`config.mk`:
```
export PLATFORM = sky130hd
export DESIGN_NAME = mult_seq_ctrl
export DESIGN_NICKNAME = d
export VERILOG_FILES = /design/src/rtl/mult_seq_ctrl.sv
export SDC_FILE = /design/constraint.sdc
export NUM_CORES = 1
export LEC_CHECK = 0
export CORE_MARGIN = 2
export CORE_UTILIZATION = 53
export DETAILED_ROUTE_END_ITERATION = 10
export PLACE_DENSITY = 0.93
export SYNTH_ARGS = -nofsm -noshare
export SYNTH_HDL_FRONTEND = slang
export SYNTH_SLANG_ARGS = --single-unit
```
`constraint.sdc`:
```
create_clock -name clk -period 4 [get_ports clk]
set_clock_uncertainty 0.1 [all_clocks]
set_input_delay 1 -clock clk [delete_from_list [all_inputs] [get_ports clk]]
set_output_delay 1 -clock clk [all_outputs]
set_load 0.02 [all_outputs]
```
`src/rtl/mult_seq_ctrl.sv`:
```
// Sequential shift-and-add unsigned multiplier: one partial-product add and
// right shift of {carry, A, Q} per cycle, n cycles per operation.
module mult_seq_ctrl #(
   parameter int n = 4
) (
   input  logic             clk,
   input  logic             reset,
   input  logic             start,
   input  logic [n-1:0]     multiplicand,
   input  logic [n-1:0]     multiplier,
   output logic             busy,
   output logic             done,
   output logic [2*n-1:0]   product,
   output logic [n-1:0]     pp
);

   localparam int CW = $clog2(n + 1);

   typedef enum logic [1:0] {IDLE, CALC, DONE} state_e;

   state_e          state_q;
   logic [n-1:0]    m_q, q_q, a_q;
   logic [CW-1:0]   cnt_q;
   logic [2*n-1:0]  product_q;
   logic            busy_q, done_q;

   logic [n:0]      sum_d;
   logic [n-1:0]    a_d, q_d;
   logic [CW-1:0]   cnt_d;

   // The carry lives only in sum_d[n]: after the shift it sits in A's MSB,
   // so a separate carry register would always hold 0.
   always_comb begin
      pp    = (state_q == CALC) ? (m_q & {n{q_q[0]}}) : '0;
      sum_d = {1'b0, a_q} + {1'b0, pp};
      a_d   = sum_d[n:1];
      q_d   = {sum_d[0], q_q[n-1:1]};
      cnt_d = cnt_q + CW'(1);
   end

   // NOTE: sequential state uses non-blocking assignments only, so every
   // register samples pre-edge values regardless of statement order.
   always_ff @(posedge clk) begin
      if (reset) begin
         state_q   <= IDLE;
         m_q       <= '0;
         q_q       <= '0;
         a_q       <= '0;
         cnt_q     <= '0;
         product_q <= '0;
         busy_q    <= 1'b0;
         done_q    <= 1'b0;
      end else begin
         case (state_q)
            IDLE: begin
               if (start) begin
                  m_q     <= multiplicand;
                  q_q     <= multiplier;
                  a_q     <= '0;
                  cnt_q   <= '0;
                  busy_q  <= 1'b1;
                  state_q <= CALC;
               end
            end
            CALC: begin
               a_q   <= a_d;
               q_q   <= q_d;
               cnt_q <= cnt_d;
               if (cnt_d == CW'(n)) begin
                  product_q <= {a_d, q_d};
                  busy_q    <= 1'b0;
                  done_q    <= 1'b1;
                  state_q   <= DONE;
               end
            end
            DONE: begin
               done_q  <= 1'b0;
               state_q <= IDLE;
            end
            default: begin
               busy_q  <= 1'b0;
               done_q  <= 1'b0;
               state_q <= IDLE;
            end
         endcase
      end
   end

   assign busy    = busy_q;
   assign done    = done_q;
   assign product = product_q;

endmodule

```
# Word level (Yosys, flattened, before mapping)
# Cells that the tools add are included.
# totals
reg_bits,27
latchBits,0
mem_bits_rw,0
romBits,0
output_inout_bits,14
word_cells,41
n_memories,0
# classes
n_addsub,2
multipliers,0
div_mod_pow,0
n_lt_le_gt_ge,0
eq_ne,5
n_shift,0
mux,15
n_bitwise,3
n_reduce_logical,8
# op_table
cell,count
$pmux 4 s2,2
$mux 4,3
$reduce_and 2->1,5
$pmux 3 s2,1
$add 4x4->5,1
$and 4x4->4,1
$mux 2,2
$pmux 2 s2,1
$add 3x1->3 const B,1
$eq 3x3->1 const B,1
$mux 1,3
$mux 3,1
$pmux 1 s3,1
$reduce_and 3->1,1
$eq 2x1->1 const B,1
$eq 2x2->1 const B,1
$logic_not 2->1,1
$ne 2x1->1 const B,1
$ne 2x2->1 const B,1
$not 1->1,2
$pmux 1 s2,1
$reduce_bool 2->1,1

# Logic depth before layout (Yosys ltp)
# Gate-level depths: netlist of the first run.
# depth
word_depth,4
depth_mapped,11

# Worst setup path before layout of the first run
# OpenSTA, ideal clock, no wires.
# synth_path
path_kind,flip-flop to flip-flop
startpoint,reg state_q[0]
endpoint,reg a_q[3]
setup_ns,0.070
arrival_time_ns,2.133
slack_ns,1.696
path_stages_with_launch,12
n_path_buf,2
synth_period_minus_slack_ns,2.304
path_cell_list,dfxtp_1 nor2b_1 buf_4 buf_2 and3_1 ha_1 inv_1 fa_1 nor2b_1 o21a_1 o21ai_0 a21oi_1
# synth_between
elab_chain_cells,4
word_cells_on_any_way,8
# synth_lines
element,line,rtl
start: declaration,21,state_e state_q;
start signal: assignment,45,state_q <= IDLE;
start signal: assignment,62,state_q <= CALC;
start signal: assignment,73,state_q <= DONE;
$eq 2x1->1,34,pp = (state_q == CALC) ? (m_q & {n{q_q[0]}}) : '0;
$mux 4,34,
named net pp[0],14,output logic [n-1:0] pp
$add 4x4->5,35,"sum_d = {1'b0, a_q} + {1'b0, pp};"
$pmux 4 s2,54,case (state_q)
end signal: assignment,48,a_q <= '0;
end signal: assignment,59,a_q <= '0;
end signal: assignment,66,a_q <= a_d;
end: declaration,22,"logic [n-1:0] m_q, q_q, a_q;"
# The timed path passes the listed nets, and every way through them passes these cells.
# A chain may end at the register's enable or synchronous reset.

# Worst setup path after layout of the first run
# layout_path
startpoint,reg state_q[0]
endpoint,out pp[1]
# layout_between
elab_chain_cells,2
# layout_lines
element,line
$eq 2x1->1,34
$mux 4,34
end: declaration,14
# Every way passes these cells.

==> results.md, run 1 <==
- Fin. Hold Viols: 0
- Rel. slew slack: a little over a third
- Die Y: 51.95 um
- #FFs+latches synth: 27
- Combinational power share: approximately 11%
- CTS Buf Count: 3
- Power share of the sequential group: between 60% and 70%
- Critical Path RT: 2.90 ns
- Pleak: around 0.59 nW
- CP startpoint kind: flop
- P_sw: roughly 120 uW
- Max-cap violation count: 0
- Clock latency on the worst-skew pair: around 0.34 ns
- RSZ-0062 raised after global routing: no
- Clock slew at reported path FFs: about 0.15 ns
- Pre-CTS WS: 1.281 ns
- Bufs on Longest Clock Path: 2
- Site Rows: 17
- Routability cong.: ~0.82
- Vias in the first global route: 1033
- Fin crit share: 78.22%
- Sequential share of the synthesized area: between 40% and 50%
- Mean post-synth cell area: about 8.4 um2
- Critical path arrival: a little over 2 ns
- Mapped cell area: 1219 um2
- WHS Endpoint: product[2]
- Clock Power Share: between 20% and 30%
- Total grt overflow: 0
- Die Width: between 50 and 60 um
- Post-synth ARST share: 0%
- Initial Utilization: 55.63%
- Largest area contributor in the netlist: dfxtp_1
- Pwr dens: just over 300 nW/um2
- Input/output buffers: 24
- Setup Viol. Count Final: 0
- Hold Path Origin: product[2]
- Critical path peak fanout: 17
- Vias per cell: approximately 5.5
- Drt wl/cell: ~13 um
- Gr usage total: roughly 22%
- Count leader, synth: nand2_1
- DP Cell Count: approximately 190
- CTS tree: built
- Root Buffer: clkbuf_4
- First-pass GRT wire length: roughly 4300 um
- R2R depth: 8
- Peak Freq: 319.6 MHz
- Worst R2R End: a_q[2]
- Mapped Nets: between 150 and 200
- # clock sinks: 27
- Most frequent cells after synthesis: nand2_1 (28), dfxtp_1 (27), a21oi_1 (17), nor2_1 (14), nand3_1 (8)
- Post-synth EDFFs: 0
- Largest net degree at the start of global routing: 28
- Hold Buf Count CTS: 0
- Initial antenna violation count: 0
- Starting DRT DRC Count: 21
- Synth cell types: 33
- Share of the synthesized area in the top cell type: between 40 and 50%
- Primary FF master, synth: dfxtp_1
- DP Wirelength: just under 2000 um
- CP endpoint kind: output port
- Area of the core region: between 2000 and 2500 um2
- Fin. max-slew vios: 0
- Non-Filler Instances: approximately 200
- Nets: 186
- Tightest Hold Check Type: flop to flop
- Cell Int Power: around 340 uW
- Critical path class: flop to output port
- Drt pass-1 iters: 4
- Io pins: 25
- Synth-to-Final Area Change: 22.38%
- Hold_ws: about 0.36 ns
- Register-to-register setup slack: 1.74 ns
- Post-CTS sizing: 0
- Tmin final: 3.129 ns
- Crit Reg-Reg Startpoint: state_q[1]
- Final setup margin: around 0.87 ns
- Full die area: 2699 um2
- Antenna diodes: 0
- Postcts setup bufs: 0
- DR vias: 1071
- Post-route setup TNS: 0 ns
- DRC viols: 0
- Status: completed
- Number of synthesis warnings: 0
- H-tree depth: 1
- Peak VDD IR: between 150 and 200 uV
- Hold depth: 2
- Share of cells above drive strength 1: approximately 7.2%
- Routed WL: 2585 um
- Top post-synthesis cells by area: dfxtp_1 (44%), nand2_1 (8.6%), a21oi_1 (7.0%)
- Post-DRT Antenna Nets: 0
- Worst slew pin tran: between 0.9 and 1 ns
- Post-Syn Instances: approximately 150
- Sw frac: 25.55%
- Power, Total: 455.5 uW
worst max-delay path: stages, from the launching register on:
cell and delay [ns]:
dfxtp_1 0.40, nor2b_1 0.15, buf_4 0.22, nand3_1 0.16, inv_1 0.13, clkdlybuf4s50_1 0.65
area by class of cell:
class                      instances  area (um2)
tap                               28       35.03
timing repair buffer              25       247.7
clock inverter                     1       7.507
inverter                           4       15.01
sequential                        27       540.5
fill                             178       699.4
multi-input combinational        107       623.1
clock buffer                       3       22.52
through the flow:
| step | utilization (%) | cell area, um2 |
|---|---|---|
| floorplan | - | 1219 |
| global placement | 66.70 | 1461 |
| detailed placement | 66.70 | 1461 |
| CTS | 68.08 | 1491 |
| global route | 68.08 | 1491 |
| finish | 68.08 | 1491 |
state kept, by name, indices dropped and copies added (netlist names):
name     cells
cnt_q        3
busy         1
m_q          4
product      8
q_q          4
a_q          4
state_q      2
done         1
power by group through the flow:
stage               Sequential (mW)  Combinational (mW)  Clock [mW]
floorplan                     0.290              0.0310           0
global placement              0.291              0.0479           0
detailed placement            0.291              0.0500           0
CTS                           0.285              0.0502       0.125
global route                  0.287              0.0556       0.133
finish                        0.285              0.0503       0.120
worst max path at each step:
| stage | start | to | cells after the start |
|---|---|---|---|
| after floorplan | state_q[0] | a_q[3] | 11 |
| after global placement | state_q[0] | pp[1] | 5 |
| after detailed placement | state_q[0] | pp[1] | 5 |
| after CTS | state_q[0] | pp[1] | 5 |
| after global routing | state_q[0] | pp[1] | 5 |
| final | state_q[0] | pp[1] | 5 |
per-layer routing:
layer	share of wire, %	track usage [%]	routed length, um	vias up
met1	44	26.85	1137	486
met3	4.0	3.161	103	14
li1	-	-	-	540
met5	0	0	0	-
met2	47	35.02	1207	31
met4	5.3	15.79	136	0
cell families after synthesis:
| kind of cell | synth area share, % |
|---|---|
| simple gates | 24.74 |
| compound gates | 16.53 |
| flops | 44.35 |
| buf+inv | 4.517 |
| fa+ha+maj | 7.803 |
| xor+xnor | 2.054 |
layout by cell type, fill, tap and decap left out, types with 2 or more instances in the layout:
cell type        synthesis  final
nand2_1                 28     28
dfxtp_1                 27     27
clkdlybuf4s50_1          0     24
a21oi_1                 17     17
nor2_1                  14     14
nand3_1                  8      8
ha_1                     6      6
inv_1                    4      4
and3_1                   4      4
a311oi_1                 4      4
o21ai_0                  3      3
clkbuf_4                 0      3
nor2b_1                  2      2
nor2_2                   2      2
or2_2                    2      2
nor3_1                   2      2
(Power assumes the default switching activity.)
==> run 2, diff against run 1 <==
--- a/config.mk
+++ b/config.mk
@@ -5,10 +5,11 @@
 export SDC_FILE = /design/constraint.sdc
 export NUM_CORES = 1
 export LEC_CHECK = 0
+export CORE_ASPECT_RATIO = 2
 export CORE_MARGIN = 2
-export CORE_UTILIZATION = 53
+export CORE_UTILIZATION = 45
 export DETAILED_ROUTE_END_ITERATION = 10
-export PLACE_DENSITY = 0.93
+export PLACE_DENSITY = 0.85
 export SYNTH_ARGS = -nofsm -noshare
 export SYNTH_HDL_FRONTEND = slang
 export SYNTH_SLANG_ARGS = --single-unit
==> constraint.sdc (replaced) <==
create_clock -name clk -period 2.6 [get_ports clk]
set_clock_uncertainty 0.1 [all_clocks]
set_input_delay 0.65 -clock clk [delete_from_list [all_inputs] [get_ports clk]]
set_output_delay 0.65 -clock clk [all_outputs]
set_load 0.02 [all_outputs]
==> results.md, run 2 (synthesis results as in run 1) <==
- Nets: around 190
- Critical path class: flop to output port
- First-pass GRT wire length: 4726 um
- Root Buffer: clkbuf_8
- DR vias: 1111
- DP Wirelength: 2035 um
- Critical Path RT: approximately 1.9 ns
- Commonest non-fill, non-tap cell in the layout: nand2_1
- Tightest Hold Check Type: flop to flop
- Max-cap violation count: 0
- Die Width: ~40 um
- Initial antenna violation count: 0
- Area of the core region: 2570 um2
- Post-DRT Antenna Nets: 0
- CP startpoint kind: flop
- Vias per cell: between 5 and 6
- Peak Freq: 396.5 MHz
- Critical path arrival: about 1.8 ns
- Critical path peak fanout: 8
- Rel. slew slack: around 76%
- Worst slew pin tran: 0.3615 ns
- Largest net degree at the start of global routing: 28
- # clock sinks: 27
- Routed WL: between 2000 and 3000 um
- Initial Utilization: a little under half
- Starting DRT DRC Count: 22
- Antenna diodes: 0
- Final core occ: between 50% and 60%
- Grt met3 use: about 3.7%
- Status: completed
- Input/output buffers: 24
- Gr usage total: between 20% and 30%
- Grt met2 use: between 30% and 40%
- H-tree depth: 1
- Pleak: between 0.6 and 0.7 nW
- Most used routing layer: met2
- Bufs on Longest Clock Path: 2
- CTS Buf Count: 3
- Vias in the first global route: approximately 1100
- Setup Viol. Count Final: 0
- Met1 usage: between 20% and 30%
- Peak VDD IR: roughly 380 uV
- Tmin final: between 2 and 3 ns
- Register-to-register setup slack: 0.39 ns
- Site Rows: 26
- Final setup margin: about 0.08 ns
- Drt wl/cell: 13.72 um
- Leading cell types in the layout, fill and taps excluded: nand2_1 (28), dfxtp_1 (27), clkdlybuf4s50_1 (23)
- Fin. max-slew vios: 0
- CTS tree: built
- DRC viols: 0
- Routability cong.: about 0.89
- Clock latency on the worst-skew pair: ~0.27 ns
- Max FFs per register: 8
- Fin crit share: a little over nine tenths
- RSZ-0062 raised after global routing: no
- Post-route setup TNS: 0 ns
- Io pins: 25
- Pwr dens: around 490 nW/um2
- Fin. Hold Viols: 0
- Share of cells above drive strength 1: about 8.3%
- Clock slew at reported path FFs: 0.09 ns
- Hold Buf Count CTS: 0
- Die Y: roughly 78 um
- Hold_ws: 0.3555 ns
- Full die area: 3165 um2
- Total grt overflow: 0
- CP endpoint kind: output port
- Pre-CTS WS: between 0.1 and 0.15 ns
- Drt pass-1 iters: 5
- Synth-to-Final Area Change: 25.15%
-- run 2: cell type report --
cell class	count	area (um2)
clock inverters	1	5.005
inverters	4	15.01
multi-input cells	107	630.6
well taps	28	35.03
repair buffers	26	257.7
clock buffers	3	41.29
flip-flops and latches	27	540.5
fillers	233	1045
-- run 2: what timing repair did --
item	in CTS	in global routing
gates resized for setup	2	1
buffers inserted	0	0
endpoints found under the setup margin	4	1
pin swaps	0	0
-- run 2: critical path: stages, from the launching register on --
cell	delay, ns
dfxtp_1	0.39
nor2b_4	0.25
and3_1	0.24
clkdlybuf4s50_1	0.62
-- run 2: where the power goes --
part | internal, mW | switching [mW] | leakage [nW]
Combinational | 0.0364 | 0.0434 | 0.380
Sequential | 0.428 | 0.0122 | 0.220
Clock | 0.107 | 0.127 | 0.0255
-- run 2: path summary, 6_finish.rpt --
kind              depth (start not counted)    endpoint       start
setup / recovery                          3       pp[2]  state_q[0]
hold / removal                            2  product[0]  product[0]
setup reg to reg                          9  product[7]  state_q[0]
hold reg to reg                           2  product[0]  product[0]
-- run 2: through the flow --
step	cells	total power [mW]	cell area [um2]
4_1_cts	196	0.7579	1523
3_3_place_gp	192	0.5233	1469
6_report	196	0.7543	1525
5_1_grt	196	0.7849	1525
3_5_place_dp	192	0.5276	1469
2_1_floorplan	145	0.4945	1219
-- run 2: layer usage --
layer	wire length, um	vias to the layer above
li1	-	542
met3	130	10
met4	61	0
met2	1490	45
met1	1007	514
met5	0	-
==> run 3, diff against run 2 <==
--- a/config.mk
+++ b/config.mk
@@ -10,6 +10,7 @@
 export CORE_UTILIZATION = 45
 export DETAILED_ROUTE_END_ITERATION = 10
 export PLACE_DENSITY = 0.85
+export SETUP_SLACK_MARGIN = 0.1
 export SYNTH_ARGS = -nofsm -noshare
 export SYNTH_HDL_FRONTEND = slang
 export SYNTH_SLANG_ARGS = --single-unit
==> results.md, run 3 (synthesis results as in run 1) <==
- Status: completed
- Worst R2R End: a_q[3]
- Critical path arrival: 1.54 ns
- Rel. slew slack: about three quarters
- Fin. max-slew vios: 0
- Leading cell types in the layout, fill and taps excluded: nand2_1 (28), dfxtp_1 (27), clkdlybuf4s50_1 (20)
- First-pass GRT wire length: about 4700 um
- Slowest cell on crit path: dfxtp_1
- Antenna diodes: 0
- Max stage delay on crit path: around 0.4 ns
- Placed Instance Area: between 1000 and 1500 um2
- Power, Total: about 750 uW
- RSZ-0062 raised after global routing: no
- Input/output buffers: 24
- Area of the core region: around 2600 um2
- Starting DRT DRC Count: 20
- Peak Freq: 437.0 MHz
- CP startpoint kind: flop
- Critical path peak fanout: 8
- DP Wirelength: between 2000 and 2500 um
- DRC viols: 0
- Routability cong.: roughly 0.89
- Fin. Hold Viols: 0
- Initial antenna violation count: 0
- Largest net degree at the start of global routing: 28
- Share of cells above drive strength 1: under 10%
- Total grt overflow: 0
- Die Y: about 78 um
- CTS tree: built
- R2R depth: 9
- Max-cap violation count: 0
- Crit. Startpoint: state_q[0]
- Peak VDD IR: 377.5 uV
- Pwr dens: 493.9 nW/um2
- Critical Path RT: roughly 1.9 ns
- DR vias: around 1100
- Post-DRT Antenna Nets: 0
- Crit Reg-Reg Startpoint: state_q[0]
- Pleak: approximately 0.65 nW
- Synth-to-Final Area Change: 25.15%
- # fillers: between 200 and 250
- Die Width: a little over 40 um
- Setup crit end: pp[1]
- # clock sinks: 27
- Gr usage total: between 20% and 30%
- Commonest non-fill, non-tap cell in the layout: nand2_1
- H-tree depth: 1
- Full die area: 3165 um2
- Io pins: 25
- Register-to-register setup slack: a little over 0.4 ns
- Vias per cell: 5.633
- Vias in the first global route: ~1100
- Routed WL: ~2700 um
- Setup Viol. Count Final: 0
- CTS Buf Count: 3
- Fin crit share: 88.01%
- CP endpoint kind: output port
- Non-Filler Cell Area, Final: around 1500 um2
- Nets: between 150 and 200
- Post-route setup TNS: 0 ns
- Crit-path cells: nor2b_4, nand3_1, inv_1, dlygate4sd2_1
- Root Buffer: clkbuf_8
- Site Rows: 26
- Initial Utilization: between 40% and 50%
- Clock latency on the worst-skew pair: 0.27 ns
- Tightest Hold Check Type: flop to flop
- Max FFs per register: 8
- Tmin final: 2.288 ns
- Postcts setup bufs: 0
- Drt pass-1 iters: 4
- Critical path class: flop to output port
- Drt wl/cell: about 14 um
- Clock slew at reported path FFs: around 0.09 ns
- Worst slew pin tran: around 0.36 ns
- Bufs on Longest Clock Path: 2
run 3: changes by cell type in the layout (fill, tap and decap cells not counted):
cell	change
dlygate4sd2_1	+2
dlymetal6s2s_1	+1
clkdlybuf4s50_1	-3
run 3: cell type report:
class	instances	area, um2	area share, %
Sequential cell	27	540.5	35.44
Clock buffer	3	41.29	2.707
Clock inverter	1	5.005	0.3281
Inverter	4	15.01	0.9844
Multi-Input combinational cell	107	630.6	41.35
Tap cell	28	35.03	2.297
Timing Repair Buffer	26	257.7	16.90
run 3: what timing repair did:
item                       CTS  global route
hold buffers                 0             0
gates resized for setup      4             2
setup endpoints to repair    4             2
pin swaps                    0             0
run 3: metrics by stage:
step                      instances  utilization, %  setup WS [ns]  hold slack [ns]
after floorplan                 145               -         0.2962           0.3319
after CTS                       196           59.15         0.1030           0.3579
after detailed placement        192           57.16         0.1151           0.3452
after global routing            196           59.35         0.2042           0.3942
final                           196           59.35         0.3117           0.3549
after global placement          192           57.16         0.2012           0.3425
run 3: worst min-delay path by stage:
stage	startpoint	to	slack (ns)	cells past startpoint
after floorplan	m_q[2]	m_q[2]	0.33	2
after global placement	product[1]	product[1]	0.34	2
after detailed placement	m_q[0]	m_q[0]	0.35	2
after CTS	m_q[0]	m_q[0]	0.36	2
after global routing	product[5]	product[5]	0.39	2
final	product[0]	product[0]	0.35	2
run 3: report_power, final:
part	total [mW]	switching (mW)	internal [mW]
logic	0.0794	0.0433	0.0361
registers	0.440	0.0122	0.428
clock network	0.234	0.127	0.107
total	0.753	0.182	0.571
run 3: critical path: cells and delay by family, from the launching register on:
kind,cells,cell delay (ns)
buffers and inverters,2,0.46
DFF,1,0.39
and+or+nand+nor,2,0.42
run 3: per-layer routing:
layer / vias up / part of all wire [%] / GRT usage, %
li1: 541 / - / -
met1: 508 / 38 / 22.49
met2: 48 / 56 / 34.38
met3: 7 / 4.7 / 3.714
met4: 0 / 1.9 / 9.667
met5: - / 0 / 0
